File: src/rtl/decoder_stage_controller_if.sv
// Round/stage bus between the host, the union-find PE array and the stage controller.
// The master modport is the controller side; the slave modport is the host/PE side.
interface decoder_stage_controller_if #(
  parameter int STAGE_WIDTH = 3,
  parameter int CYCLE_WIDTH = 16
);
  logic                   start;
  logic                   start_ready;
  logic [STAGE_WIDTH-1:0] global_stage;
  logic                   any_busy;
  logic                   any_odd;
  logic                   result_valid;
  logic                   result_ack;
  logic [4:0]             grow_iterations;
  logic [CYCLE_WIDTH-1:0] round_cycles;
  logic                   grow_overflow;
  logic                   phase_timeout;

  modport master (
    input  start, any_busy, any_odd, result_ack,
    output start_ready, global_stage, result_valid,
           grow_iterations, round_cycles, grow_overflow, phase_timeout
  );

  modport slave (
    output start, any_busy, any_odd, result_ack,
    input  start_ready, global_stage, result_valid,
           grow_iterations, round_cycles, grow_overflow, phase_timeout
  );
endinterface

File: src/rtl/decoder_stage_controller.sv
// Global stage sequencer for the union-find PE array: load, grow/merge until no odd
// cluster remains, peel, then hold the result until the host acknowledges it.
module decoder_stage_controller #(
  parameter int STAGE_WIDTH      = 3,
  parameter int MAX_GROW         = 31,
  parameter int SETTLE_CYCLES    = 2,
  parameter int QUIET_CYCLES     = 2,
  parameter int MAX_PHASE_CYCLES = 1023,
  parameter int CYCLE_WIDTH      = 16
) (
  input logic                         clk,
  input logic                         reset,
  decoder_stage_controller_if.master  bus
);

  typedef enum logic [2:0] {
    S_IDLE   = 3'd0,
    S_LOAD   = 3'd1,
    S_GROW   = 3'd2,
    S_MERGE  = 3'd3,
    S_PEEL   = 3'd4,
    S_RESULT = 3'd5
  } state_t;

  localparam int PW = $clog2(MAX_PHASE_CYCLES + 1);
  localparam int QW = $clog2(QUIET_CYCLES + 1);

  localparam logic [PW-1:0] LP_SETTLE     = PW'(SETTLE_CYCLES);
  localparam logic [PW-1:0] LP_PHASE_LAST = PW'(MAX_PHASE_CYCLES - 1);
  localparam logic [QW-1:0] LP_QUIET_LAST = QW'(QUIET_CYCLES - 1);
  localparam logic [4:0]    LP_MAX_GROW   = 5'(MAX_GROW);

  state_t                 r_state;
  logic [PW-1:0]          r_phase_cnt;
  logic [QW-1:0]          r_quiet_cnt;
  logic [4:0]             r_grow_iter;
  logic [CYCLE_WIDTH-1:0] r_round_cycles;
  logic                   r_grow_overflow;
  logic                   r_phase_timeout;

  state_t w_state_next;
  logic   w_start_accept;
  logic   w_set_overflow;
  logic   w_set_timeout;
  logic   w_in_phase;
  logic   w_settled;
  logic   w_quiet_done;
  logic   w_phase_last;

  assign w_in_phase   = (r_state == S_MERGE) || (r_state == S_PEEL);
  assign w_settled    = (r_phase_cnt >= LP_SETTLE);
  // The final quiet sample completes the streak, so the exit fires on that same edge.
  assign w_quiet_done = w_in_phase && w_settled && !bus.any_busy &&
                        (r_quiet_cnt == LP_QUIET_LAST);
  assign w_phase_last = w_in_phase && (r_phase_cnt == LP_PHASE_LAST);

  // NOTE: every comb output gets a default before the case, so no path leaves a latch.
  always_comb begin
    w_state_next   = r_state;
    w_start_accept = 1'b0;
    w_set_overflow = 1'b0;
    w_set_timeout  = 1'b0;
    case (r_state)
      S_IDLE: begin
        if (bus.start) begin
          w_start_accept = 1'b1;
          w_state_next   = S_LOAD;
        end
      end
      S_LOAD: w_state_next = S_GROW;
      S_GROW: w_state_next = S_MERGE;
      S_MERGE: begin
        if (w_quiet_done) begin
          if (bus.any_odd && (r_grow_iter < LP_MAX_GROW)) begin
            w_state_next = S_GROW;
          end else begin
            w_state_next   = S_PEEL;
            w_set_overflow = bus.any_odd;
          end
        end else if (w_phase_last) begin
          w_state_next  = S_PEEL;
          w_set_timeout = 1'b1;
        end
      end
      S_PEEL: begin
        if (w_quiet_done) begin
          w_state_next = S_RESULT;
        end else if (w_phase_last) begin
          w_state_next  = S_RESULT;
          w_set_timeout = 1'b1;
        end
      end
      S_RESULT: begin
        if (bus.result_ack) w_state_next = S_IDLE;
      end
      default: w_state_next = S_IDLE;
    endcase
  end

  // NOTE: sequential state uses non-blocking assignments so every register samples pre-edge values.
  always_ff @(posedge clk) begin
    if (reset) r_state <= S_IDLE;
    else       r_state <= w_state_next;
  end

  always_ff @(posedge clk) begin
    if (reset) begin
      r_phase_cnt     <= '0;
      r_quiet_cnt     <= '0;
      r_grow_iter     <= '0;
      r_round_cycles  <= '0;
      r_grow_overflow <= 1'b0;
      r_phase_timeout <= 1'b0;
    end else begin
      if (w_state_next != r_state) begin
        r_phase_cnt <= '0;
        r_quiet_cnt <= '0;
      end else if (w_in_phase) begin
        r_phase_cnt <= r_phase_cnt + 1'b1;
        if (bus.any_busy)   r_quiet_cnt <= '0;
        else if (w_settled) r_quiet_cnt <= r_quiet_cnt + 1'b1;
      end

      if (w_start_accept) begin
        r_grow_iter     <= '0;
        r_round_cycles  <= '0;
        r_grow_overflow <= 1'b0;
        r_phase_timeout <= 1'b0;
      end else begin
        if ((r_state == S_GROW) && (r_grow_iter != LP_MAX_GROW))
          r_grow_iter <= r_grow_iter + 1'b1;
        if ((r_state != S_IDLE) && (r_state != S_RESULT) && (r_round_cycles != '1))
          r_round_cycles <= r_round_cycles + 1'b1;
        if (w_set_overflow) r_grow_overflow <= 1'b1;
        if (w_set_timeout)  r_phase_timeout <= 1'b1;
      end
    end
  end

  assign bus.global_stage    = STAGE_WIDTH'(r_state);
  assign bus.start_ready     = (r_state == S_IDLE);
  assign bus.result_valid    = (r_state == S_RESULT);
  assign bus.grow_iterations = r_grow_iter;
  assign bus.round_cycles    = r_round_cycles;
  assign bus.grow_overflow   = r_grow_overflow;
  assign bus.phase_timeout   = r_phase_timeout;

endmodule

File: src/flat_wrapper.sv
// flat-port wrapper written by rule: the top's interface ports become plain ports
module decoder_stage_controller_flat 
#(
  parameter int STAGE_WIDTH      = 3,
  parameter int MAX_GROW         = 31,
  parameter int SETTLE_CYCLES    = 2,
  parameter int QUIET_CYCLES     = 2,
  parameter int MAX_PHASE_CYCLES = 1023,
  parameter int CYCLE_WIDTH      = 16
)
  (clk, reset, bus_start, bus_any_busy, bus_any_odd, bus_result_ack, bus_start_ready, bus_global_stage, bus_result_valid, bus_grow_iterations, bus_round_cycles, bus_grow_overflow, bus_phase_timeout);
  decoder_stage_controller_if #(.STAGE_WIDTH(STAGE_WIDTH), .CYCLE_WIDTH(CYCLE_WIDTH)) bus_i ();
  input logic clk;
  input logic reset;
  input wire logic [$bits(bus_i.start)-1:0] bus_start;
  input wire logic [$bits(bus_i.any_busy)-1:0] bus_any_busy;
  input wire logic [$bits(bus_i.any_odd)-1:0] bus_any_odd;
  input wire logic [$bits(bus_i.result_ack)-1:0] bus_result_ack;
  output wire logic [$bits(bus_i.start_ready)-1:0] bus_start_ready;
  output wire logic [$bits(bus_i.global_stage)-1:0] bus_global_stage;
  output wire logic [$bits(bus_i.result_valid)-1:0] bus_result_valid;
  output wire logic [$bits(bus_i.grow_iterations)-1:0] bus_grow_iterations;
  output wire logic [$bits(bus_i.round_cycles)-1:0] bus_round_cycles;
  output wire logic [$bits(bus_i.grow_overflow)-1:0] bus_grow_overflow;
  output wire logic [$bits(bus_i.phase_timeout)-1:0] bus_phase_timeout;
  assign bus_i.start = bus_start;
  assign bus_i.any_busy = bus_any_busy;
  assign bus_i.any_odd = bus_any_odd;
  assign bus_i.result_ack = bus_result_ack;
  assign bus_start_ready = bus_i.start_ready;
  assign bus_global_stage = bus_i.global_stage;
  assign bus_result_valid = bus_i.result_valid;
  assign bus_grow_iterations = bus_i.grow_iterations;
  assign bus_round_cycles = bus_i.round_cycles;
  assign bus_grow_overflow = bus_i.grow_overflow;
  assign bus_phase_timeout = bus_i.phase_timeout;
  decoder_stage_controller #(.STAGE_WIDTH(STAGE_WIDTH), .MAX_GROW(MAX_GROW), .SETTLE_CYCLES(SETTLE_CYCLES), .QUIET_CYCLES(QUIET_CYCLES), .MAX_PHASE_CYCLES(MAX_PHASE_CYCLES), .CYCLE_WIDTH(CYCLE_WIDTH)) u_core (.clk(clk), .reset(reset), .bus(bus_i));
endmodule
File: config.mk
export PLATFORM = sky130hd
export DESIGN_NAME = decoder_stage_controller_flat
export DESIGN_NICKNAME = d
export VERILOG_FILES = /design/src/rtl/decoder_stage_controller_if.sv /design/src/rtl/decoder_stage_controller.sv /design/src/flat_wrapper.sv
export SDC_FILE = /design/constraint.sdc
export NUM_CORES = 1
export LEC_CHECK = 0
export BUFFER_PORTS_ARGS = -buffer_cell sky130_fd_sc_hd__clkbuf_2
export CORE_MARGIN = 2
export CORE_UTILIZATION = 40
export DETAILED_ROUTE_END_ITERATION = 7
export GPL_ROUTABILITY_DRIVEN = 0
export MAX_ROUTING_LAYER = met4
export PLACE_DENSITY_LB_ADDON = 0.25
export SETUP_SLACK_MARGIN = 0.1
export SLEW_MARGIN = 20
export SYNTH_ARGS = -nofsm -noshare
export SYNTH_HDL_FRONTEND = slang
export SYNTH_SLANG_ARGS = --single-unit
File: constraint.sdc
create_clock -name clk -period 5.6 [get_ports clk]
set_input_delay 1.68 -clock clk [delete_from_list [all_inputs] [get_ports clk]]
set_output_delay 1.68 -clock clk [all_outputs]
set_load 0.05 [all_outputs]
* Yosys cells after proc, flatten, opt, wreduce, memory -nomap -nowiden
Index checks and enable logic that the tools add are counted.
Cells by class: $lt $le $gt $ge 2, $add $sub $neg 4, mux-type cells 18, equal/unequal tests 11, reduce and logical (&&, ||, !) cells 17
Operators with widths (number):
- two-way mux 3 bit | 7
- case mux 3 bit (6 select lines) | 1
- adder 16 x 1 -> 16 bit, second input constant | 1
- != test 16 bit, second input constant | 1
- adder 10 x 1 -> 10 bit, second input constant | 1
- == test 10 bit, second input constant | 1
- greater-or-equal comparator 10 x 2 -> 1 bit, second input constant | 1
- logical AND 1 bit | 8
- two-way mux 1 bit | 8
- == test 3 x 2 -> 1 bit, second input constant | 2
- == test 3 bit, second input constant | 2
- OR reduction 2 bit | 3
- adder 5 x 1 -> 5 bit, second input constant | 1
- < comparator 5 bit, second input constant | 1
- != test 5 bit, second input constant | 1
- two-way mux 2 bit | 2
- == test 3 x 1 -> 1 bit, second input constant | 1
- zero test 3 bit | 1
- != test 3 bit | 1
- != test 3 bit, second input constant | 1
- nonzero test 3 bit | 1
- adder 2 x 1 -> 2 bit, second input constant | 1
- == test 2 x 1 -> 1 bit, second input constant | 1
- AND reduction 2 bit | 1
- other kinds (3) | 3
Word-level totals: output and inout bits 28, bits of input ports 6, bits in registers 38

* Logic depth before layout (Yosys ltp)
Gate-level depths: netlist of run 1.
word-level depth 9, depth in mapped cells 8, gate-level depth less buffers 7

* Least setup slack after synthesis of run 1
Ideal clock, no wire load.
kind register to output, from register u_core.r_state[1], in the netlist u_core.bus.global_stage[1], to output bus_start_ready, path buffers 1, path slack 2029 ps, data required time 3920 ps, arrival time 1891 ps, stages on the path, launching flop included 3, cells stage by stage dfxtp_1 -> clkbuf_1 -> nor3_1
On the way: cells in the longest elaborated chain, start to end 1
RTL lines:
- from (decl) | line decoder_stage_controller.sv:33 | state_t r_state;
- from (signal assigned) | line decoder_stage_controller.sv:103 | else r_state <= w_state_next;
- zero test 3 bit | line decoder_stage_controller.sv:141 | assign bus.start_ready = (r_state == S_IDLE);
- to (decl) | line flat_wrapper.sv:19 | output wire logic [$bits(bus_i.start_ready)-1:0] bus_start_ready;
No other way between the ends.

* Worst setup path in the final report of run 1
from register u_core.r_state[2], in the netlist u_core.bus.global_stage[2], to output bus_result_valid
On the way: cells in the longest elaborated chain, start to end 1
RTL lines:
- == test 3 bit | line decoder_stage_controller.sv:142 | assign bus.result_valid = (r_state == S_RESULT);
- to (decl) | line flat_wrapper.sv:21 | output wire logic [$bits(bus_i.result_valid)-1:0] bus_result_valid;
No other way between the ends.

==> results of run 1 <==
## cells in the mapped netlist, types with 2 or more instances
master,instances,area [um2]
nor2_1,39,146
dfxtp_1,38,761
xnor2_1,14,123
a21oi_1,13,65.1
nand2_1,13,48.8
xor2_1,10,87.6
inv_1,9,33.8
nand4_1,8,50.1
nand3_1,7,35.0
nor3_1,7,35.0
ha_1,6,75.1
nor4_1,6,37.5
a211oi_1,5,37.5
mux2i_1,5,50.1
and3_1,4,25.0
o21ai_0,4,20.0
and4_1,3,26.3
nor4b_1,3,26.3
a21o_1,2,15.0
buf_1,2,7.51
buf_2,2,10.0
nor4bb_1,2,20.0
## critical path, delay by kind of cell, from the launching register on
family        cells  cell delay [ns]
flops             1             0.55
simple gates      2             0.31
buf+inv           2             0.36
## worst paths after layout
check	to	cells past startpoint	slack [ns]	start
max	bus_result_valid	4	2.41	u_core.bus.global_stage[2]$_SDFF_PP0_
min	u_core.bus.grow_overflow$_SDFFE_PP0P_	2	0.45	u_core.bus.grow_overflow$_SDFFE_PP0P_
max reg2reg	u_core.r_phase_cnt[1]$_SDFFE_PP0P_	7	3.50	u_core.r_phase_cnt[0]$_SDFFE_PP0P_
min reg2reg	u_core.bus.grow_overflow$_SDFFE_PP0P_	2	0.45	u_core.bus.grow_overflow$_SDFFE_PP0P_
## power by group
group	internal (mW)	switching (mW)	total [mW]
clock network	0.0993	0.0918	0.191
logic	0.0154	0.0360	0.0513
registers	0.274	0.00794	0.282
total	0.388	0.136	0.524
## stage by stage
step	worst slack (ns)	power [mW]	area, um2	instances	hold WS [ns]
2_1_floorplan	2.03	0.327	1930	222	0.457
3_3_place_gp	2.63	0.339	2130	303	0.437
3_5_place_dp	2.56	0.340	2130	303	0.449
4_1_cts	2.40	0.533	2220	311	0.462
5_1_grt	2.28	0.547	2220	311	0.480
6_report	2.41	0.524	2220	311	0.454
## cells by family after synthesis
family / synth area share
mux: 0.0260
compound gates: 0.0909
simple gates: 0.306
flops: 0.395
buf+inv: 0.0344
xor+xnor: 0.109
fa+ha+maj: 0.0389
## sequential cells by signal, summed over array words and instances (netlist names)
signal / flops
u_core.bus.round_cycles: 16
u_core.r_phase_cnt: 10
u_core.bus.grow_iterations: 5
u_core.bus.global_stage: 3
u_core.r_quiet_cnt: 2
u_core.bus.grow_overflow: 1
u_core.bus.phase_timeout: 1
## per-layer routing
metal	vias up	track usage
met5	-	-
met4	0	0.0667
met3	4	0.0535
met2	36	0.259
met1	783	0.214
li1	849	-
## layout make-up
class                   count  area [um2]  share of cell area
repair buffers             33         165              0.0744
clock buffers               7        86.3              0.0389
multi-input cells         169        1100               0.496
clock inverters             1        5.00             0.00225
well taps                  54        67.6              0.0304
inverters                   9        33.8              0.0152
flip-flops and latches     38         761               0.343
==> results.cfg, run 1 <==
[run_status]
outcome = completed

[sta]
rsz0062_at_grt = no
hold_viol = 0
maxSlewViolCount = 0
skew_ns = 0.00843
setup_viol = 0
min_period_ns = 3.19
tightest_slew_ns = 0.798
fin_crit_sh = 0.570
max-slew-margin-rel = 0.463
max_freq_mhz = 314
setup_tns_ns = 0

[grt]
overflow = 0
antenna_found_initial = 0
grt_pass1_wl_um = 7030
grt_pass1_vias = 1574
grt_max_degree = 24
grt.total_usage = 0.172

[critical_path]
slowest_stage = dfxtp_1
slowest_delay_ns = 0.55
cp-end-kind = output pin
arrival_ns = 1.51
path_cells = nor2b_1 -> nand2_1 -> inv_1 -> clkbuf_2
critical_path_required_ns = 3.92
crit_path_start_kind = flop
cp_max_fo = 11
crit_type = reg -> out

[logic_synthesis]
ys_seq_area_frac = 0.395
synth_warnings = 0
yosys.cell_types.count = 42
syn_nets = 234
synth_flop_cell = dfxtp_1
netlist_area_um2 = 1930
syn_inst = 222
postSynthAreaPerCell_um2 = 8.69
ys_ff_latch = 38
async_flop_share = 0
synth_edf_count = 0

[clock_network]
cts_setup_buffers = 0
clock_path_buffers = 2
clk_pin_slew_worst_paths_ns = 0.07
cts_hold_buf = 0
root_buffer = clkbuf_8
htree_num_levels = 2
cts_tree = built
cts.sinks = 38
cts_buffers = 5
post_cts_resized = 0
clock_latency_ns = 0.29

[cells_and_area]
layout_commonest_cell = nor2_1
layout_common_cells = nor2_1, dfxtp_1, clkbuf_2
drive_gt1_frac = 0.183
nets = 268
final_util = 0.473
fill_cells = 471
n_antenna_cell = 0
syn_to_final_growth_pct = 15.1

[run]
cap_violations = 0

[routing]
route.met3.wl_um = 230
drt_wl_total_um = 4010
route.met2.wl_um = 1770
drt_iter0_markers = 83
viasPerCell = 5.38
remaining_drc_errors = 0
routed.top_layer = met4
drtPass1Iterations = 4
postRouteAntennaNets = 0
wl_met1_um = 1960
wire_per_inst_um = 12.9
via_count = 1672

[floorplanning]
die-area_um2 = 5390
core_area_um2 = 4690
start_util = 0.411
num_rows = 25
die_y_um = 73.4
chipWidth_um = 73.4
ios = 34

[power_and_ir_drop]
p_per_area_nw_per_um2 = 236
irDropWorstVdd_uv = 123
p_leak_nw = 0.868

[worst_hold_path]
min-delay-path-class = reg -> reg

[place]
io_buffers = 33
hpwl_um = 2890
(Power assumes the default switching activity.)
==> inputs of run 2 (changes only) <==
Clock period 5.6 ns to 3.3 ns, I/O delays scaled along.
==> results.cfg, run 2 (synthesis results as in run 1) <==
[sta]
maxSlewViolCount = 0
rsz0062_at_grt = no
max-slew-margin-rel = 0.461
setup_tns_ns = 0
skew_ns = 0.00902
hold_viol = 0
setup_viol = 0
tightest_slew_ns = 0.801
min_period_ns = 2.51
fin_crit_sh = 0.761
max_freq_mhz = 398

[cells_and_area]
layout_common_cells = nor2_1, dfxtp_1, clkbuf_2
final_cell_area_um2 = 2220
fill_cells = 482
n_antenna_cell = 0
nets = 268
layout_commonest_cell = nor2_1
drive_gt1_frac = 0.183
largest_register_ffs = 16
final_cells = 311
syn_to_final_growth_pct = 15.1

[floorplanning]
num_rows = 25
chipWidth_um = 73.4
die_y_um = 73.4
core_area_um2 = 4690
die-area_um2 = 5390
ios = 34
start_util = 0.411

[routing]
drtPass1Iterations = 4
drt_iter0_markers = 86
wire_per_inst_um = 12.9
drt_wl_total_um = 4010
remaining_drc_errors = 0
via_count = 1651
viasPerCell = 5.31
postRouteAntennaNets = 0

[power_and_ir_drop]
p_per_area_nw_per_um2 = 405
power.share.clock = 0.372
power_mw = 0.900
irDropWorstVdd_uv = 168
power.switching_mw = 0.241
p_leak_nw = 0.868
p_int_mw = 0.659
pwr-share-comb = 0.097
sw_frac_of_total = 0.267
seqPwrFrac = 0.531

[grt]
grt.total_usage = 0.174
grt_max_degree = 24
antenna_found_initial = 0
overflow = 0
grt_pass1_wl_um = 7120
grt_pass1_vias = 1598

[critical_path]
cp-end-kind = output pin
cp_max_fo = 11
path_cells = nor2b_1 -> nand2_1 -> inv_1 -> clkbuf_2
crit_family = flip-flops
slowest_stage = dfxtp_1
crit_type = reg -> out
path_buf_inv = 2
crit_path_start_kind = flop
critical_path_required_ns = 2.31
slowest_delay_ns = 0.56
arrival_ns = 1.52

[place]
io_buffers = 33
dp_cells = 303
hpwl_um = 2890
placed_area_um2 = 2130

[clock_network]
root_buffer = clkbuf_8
cts_tree = built
cts_hold_buf = 0
clock_path_buffers = 2
cts_setup_buffers = 0
htree_num_levels = 2
post_cts_resized = 0
clk_pin_slew_worst_paths_ns = 0.08
cts.sinks = 38
clock_latency_ns = 0.30
cts_buffers = 5

[worst_hold_path]
min-delay-path-class = reg -> reg

[run]
cap_violations = 0

[run_status]
outcome = completed
run 2: cell counts in the layout (fill, tap and decap cells not counted):
No cell type changed its count.
run 2: per-layer routing:
| layer | track usage | routed length [um] | up-vias | part of all wire |
|---|---|---|---|---|
| met3 | 0.0466 | 202 | 8 | 0.050 |
| met1 | 0.219 | 1970 | 757 | 0.49 |
| met4 | 0.0788 | 76 | 0 | 0.019 |
| met5 | - | 0 | - | 0 |
| li1 | - | - | 852 | - |
| met2 | 0.259 | 1770 | 34 | 0.44 |
run 2: stage by stage:
stage / hold slack [ns] / utilization / worst slack [ns]
global route: 0.475 / 0.473 / 0.672
detailed placement: 0.445 / 0.454 / 0.979
CTS: 0.458 / 0.473 / 0.780
floorplan: 0.457 / - / 0.419
finish: 0.452 / 0.473 / 0.788
global placement: 0.437 / 0.454 / 1.02
run 2: worst register-to-register path: stages (launching register included):
cell and delay (ns):
dfxtp_1 0.43, inv_1 0.07, ha_1 0.22, and4_1 0.20, nand4_1 0.17, or2b_1 0.16, nand4b_1 0.40, a211oi_1 0.35
run 2: path summary, 6_finish.rpt:
check                                                            from                                     to  slack (ns)  cells after the start
worst max-delay path            u_core.bus.global_stage[2]$_SDFF_PP0_                       bus_result_valid        0.79                      4
worst min register to register  u_core.bus.grow_overflow$_SDFFE_PP0P_  u_core.bus.grow_overflow$_SDFFE_PP0P_        0.45                      2
worst max register to register     u_core.r_phase_cnt[0]$_SDFFE_PP0P_     u_core.r_phase_cnt[1]$_SDFFE_PP0P_        1.24                      7
worst min-delay path            u_core.bus.grow_overflow$_SDFFE_PP0P_  u_core.bus.grow_overflow$_SDFFE_PP0P_        0.45                      2
run 2: power groups by stage:
stage	Sequential [mW]	Combinational (mW)	Clock [mW]
2_1_floorplan	0.502	0.0539	0
3_3_place_gp	0.488	0.0873	0
3_5_place_dp	0.488	0.0881	0
4_1_cts	0.477	0.0882	0.344
5_1_grt	0.480	0.0944	0.363
6_report	0.477	0.0872	0.335
run 2: final cells by class:
class                           instances  area (um2)  share of cell area
Multi-Input combinational cell        169        1100               0.496
Sequential cell                        38         761               0.343
Timing Repair Buffer                   33         165              0.0744
Clock buffer                            7        86.3              0.0389
Tap cell                               54        67.6              0.0304
Inverter                                9        33.8              0.0152
Clock inverter                          1        5.00             0.00225
==> inputs of run 3 (changes only) <==
Clock period 3.3 ns to 2.4 ns, I/O delays scaled along.
==> results.cfg, run 3 (synthesis results as in run 1) <==
[floorplanning]
die-area_um2 = 5390
die_y_um = 73.4
chipWidth_um = 73.4
start_util = 0.411
ios = 34
num_rows = 25
core_area_um2 = 4690

[grt]
grt_max_degree = 24
grt.total_usage = 0.157
grt_pass1_wl_um = 6370
antenna_found_initial = 0
grt_pass1_vias = 1394
overflow = 0

[critical_path]
crit_path_start_kind = flop
ff2ff_setup_slack_ns = 0.40
cp-end-kind = output pin
crit_type = reg -> out
slowest_delay_ns = 0.63
worstReg2RegStart = u_core.bus.global_stage[0]$_SDFF_PP0_
path_cells = nand2_1 -> inv_1 -> clkbuf_2
slowest_stage = dfxtp_1
r2r_cells = 5
startpoint = u_core.bus.global_stage[0]$_SDFF_PP0_
arrival_ns = 1.39
critical_path_required_ns = 1.68
reg2reg_to = u_core.bus.round_cycles[12]$_SDFFE_PP0P_
cp_max_fo = 13

[sta]
hold_viol = 0
maxSlewViolCount = 0
setup_viol = 0
min_period_ns = 2.11
rsz0062_at_grt = no
fin_crit_sh = 0.879
skew_ns = 0.00690
tightest_slew_ns = 0.585
setup_ws_ns = 0.291
max_freq_mhz = 474
setup_tns_ns = 0
max-slew-margin-rel = 0.609

[cells_and_area]
drive_gt1_frac = 0.210
layout_commonest_cell = nor2_1
layout_common_cells = nor2_1, dfxtp_1, clkbuf_2
fill_cells = 462
nets = 273
n_antenna_cell = 0
syn_to_final_growth_pct = 17.6
largest_register_ffs = 16

[power_and_ir_drop]
p_per_area_nw_per_um2 = 551
irDropWorstVdd_uv = 240
p_leak_nw = 0.895

[clock_network]
cts_buffers = 5
cts_hold_buf = 0
htree_num_levels = 2
clock_path_buffers = 2
clock_latency_ns = 0.29
cts.sinks = 38
clk_pin_slew_worst_paths_ns = 0.08
root_buffer = clkbuf_8
cts_tree = built

[worst_hold_path]
hp-start = u_core.bus.grow_overflow$_SDFFE_PP0P_
min-delay-path-class = reg -> reg
min_to = u_core.bus.grow_overflow$_SDFFE_PP0P_
hold_depth = 2

[place]
hpwl_um = 2800
place_ws_ns = 0.372
io_buffers = 33

[routing]
via_count = 1646
drt_iter0_markers = 104
postRouteAntennaNets = 0
viasPerCell = 5.21
wire_per_inst_um = 12.5
remaining_drc_errors = 0
drt_wl_total_um = 3940
drtPass1Iterations = 4

[run]
cap_violations = 0

[run_status]
outcome = completed
[run 3: worst max-delay path, delay by kind of cell, from the launching register on]
family	cells	cell delay (ns)
DFF	1	0.63
and+or+nand+nor	1	0.13
buffers and inverters	2	0.35
[run 3: repair_timing]
action / 4_1_cts / 5_1_grt
resized for setup: 0 / 1
setup endpoints to repair: 0 / 1
buffers inserted: 0 / 0
[run 3: area by class of cell]
cell class | count | area [um2] | share of cell area
clock buffers | 6 | 82.6 | 0.0364
clock inverters | 2 | 12.5 | 0.00552
inverters | 9 | 33.8 | 0.0149
multi-input cells | 169 | 1110 | 0.488
flip-flops and latches | 38 | 762 | 0.336
well taps | 54 | 67.6 | 0.0298
repair buffers | 38 | 203 | 0.0894
[run 3: per-layer routing]
metal	wire length [um]	vias to the layer above	global-route usage
met3	161	6	0.0412
met2	1690	34	0.226
met4	55	0	0.0545
met5	0	-	-
li1	-	861	-
met1	2030	745	0.212
[run 3: how the worst max path moves through the flow]
stage / endpoint
global placement: u_core.r_phase_cnt[9]$_SDFFE_PP0P_
CTS: bus_result_valid
global route: bus_result_valid
floorplan: u_core.bus.grow_iterations[4]$_SDFFE_PP0P_
finish: bus_result_valid
detailed placement: u_core.r_phase_cnt[9]$_SDFFE_PP0P_
[run 3: through the flow]
step                hold WS, ns   util  power [mW]  instances  instance area, um2
floorplan                 0.457      -       0.765        222                1930
global placement          0.456  0.463       0.798        308                2170
detailed placement        0.470  0.463       0.799        308                2170
CTS                       0.481  0.483        1.26        316                2270
global route              0.503  0.483        1.30        316                2270
finish                    0.469  0.483        1.25        316                2270
[run 3: report_power, final]
group          leakage (nW)  total [mW]  internal, mW  switching, mW
Sequential            0.307       0.657         0.638         0.0187
Clock                0.0472       0.465         0.231          0.234
Combinational         0.540       0.126        0.0415         0.0843
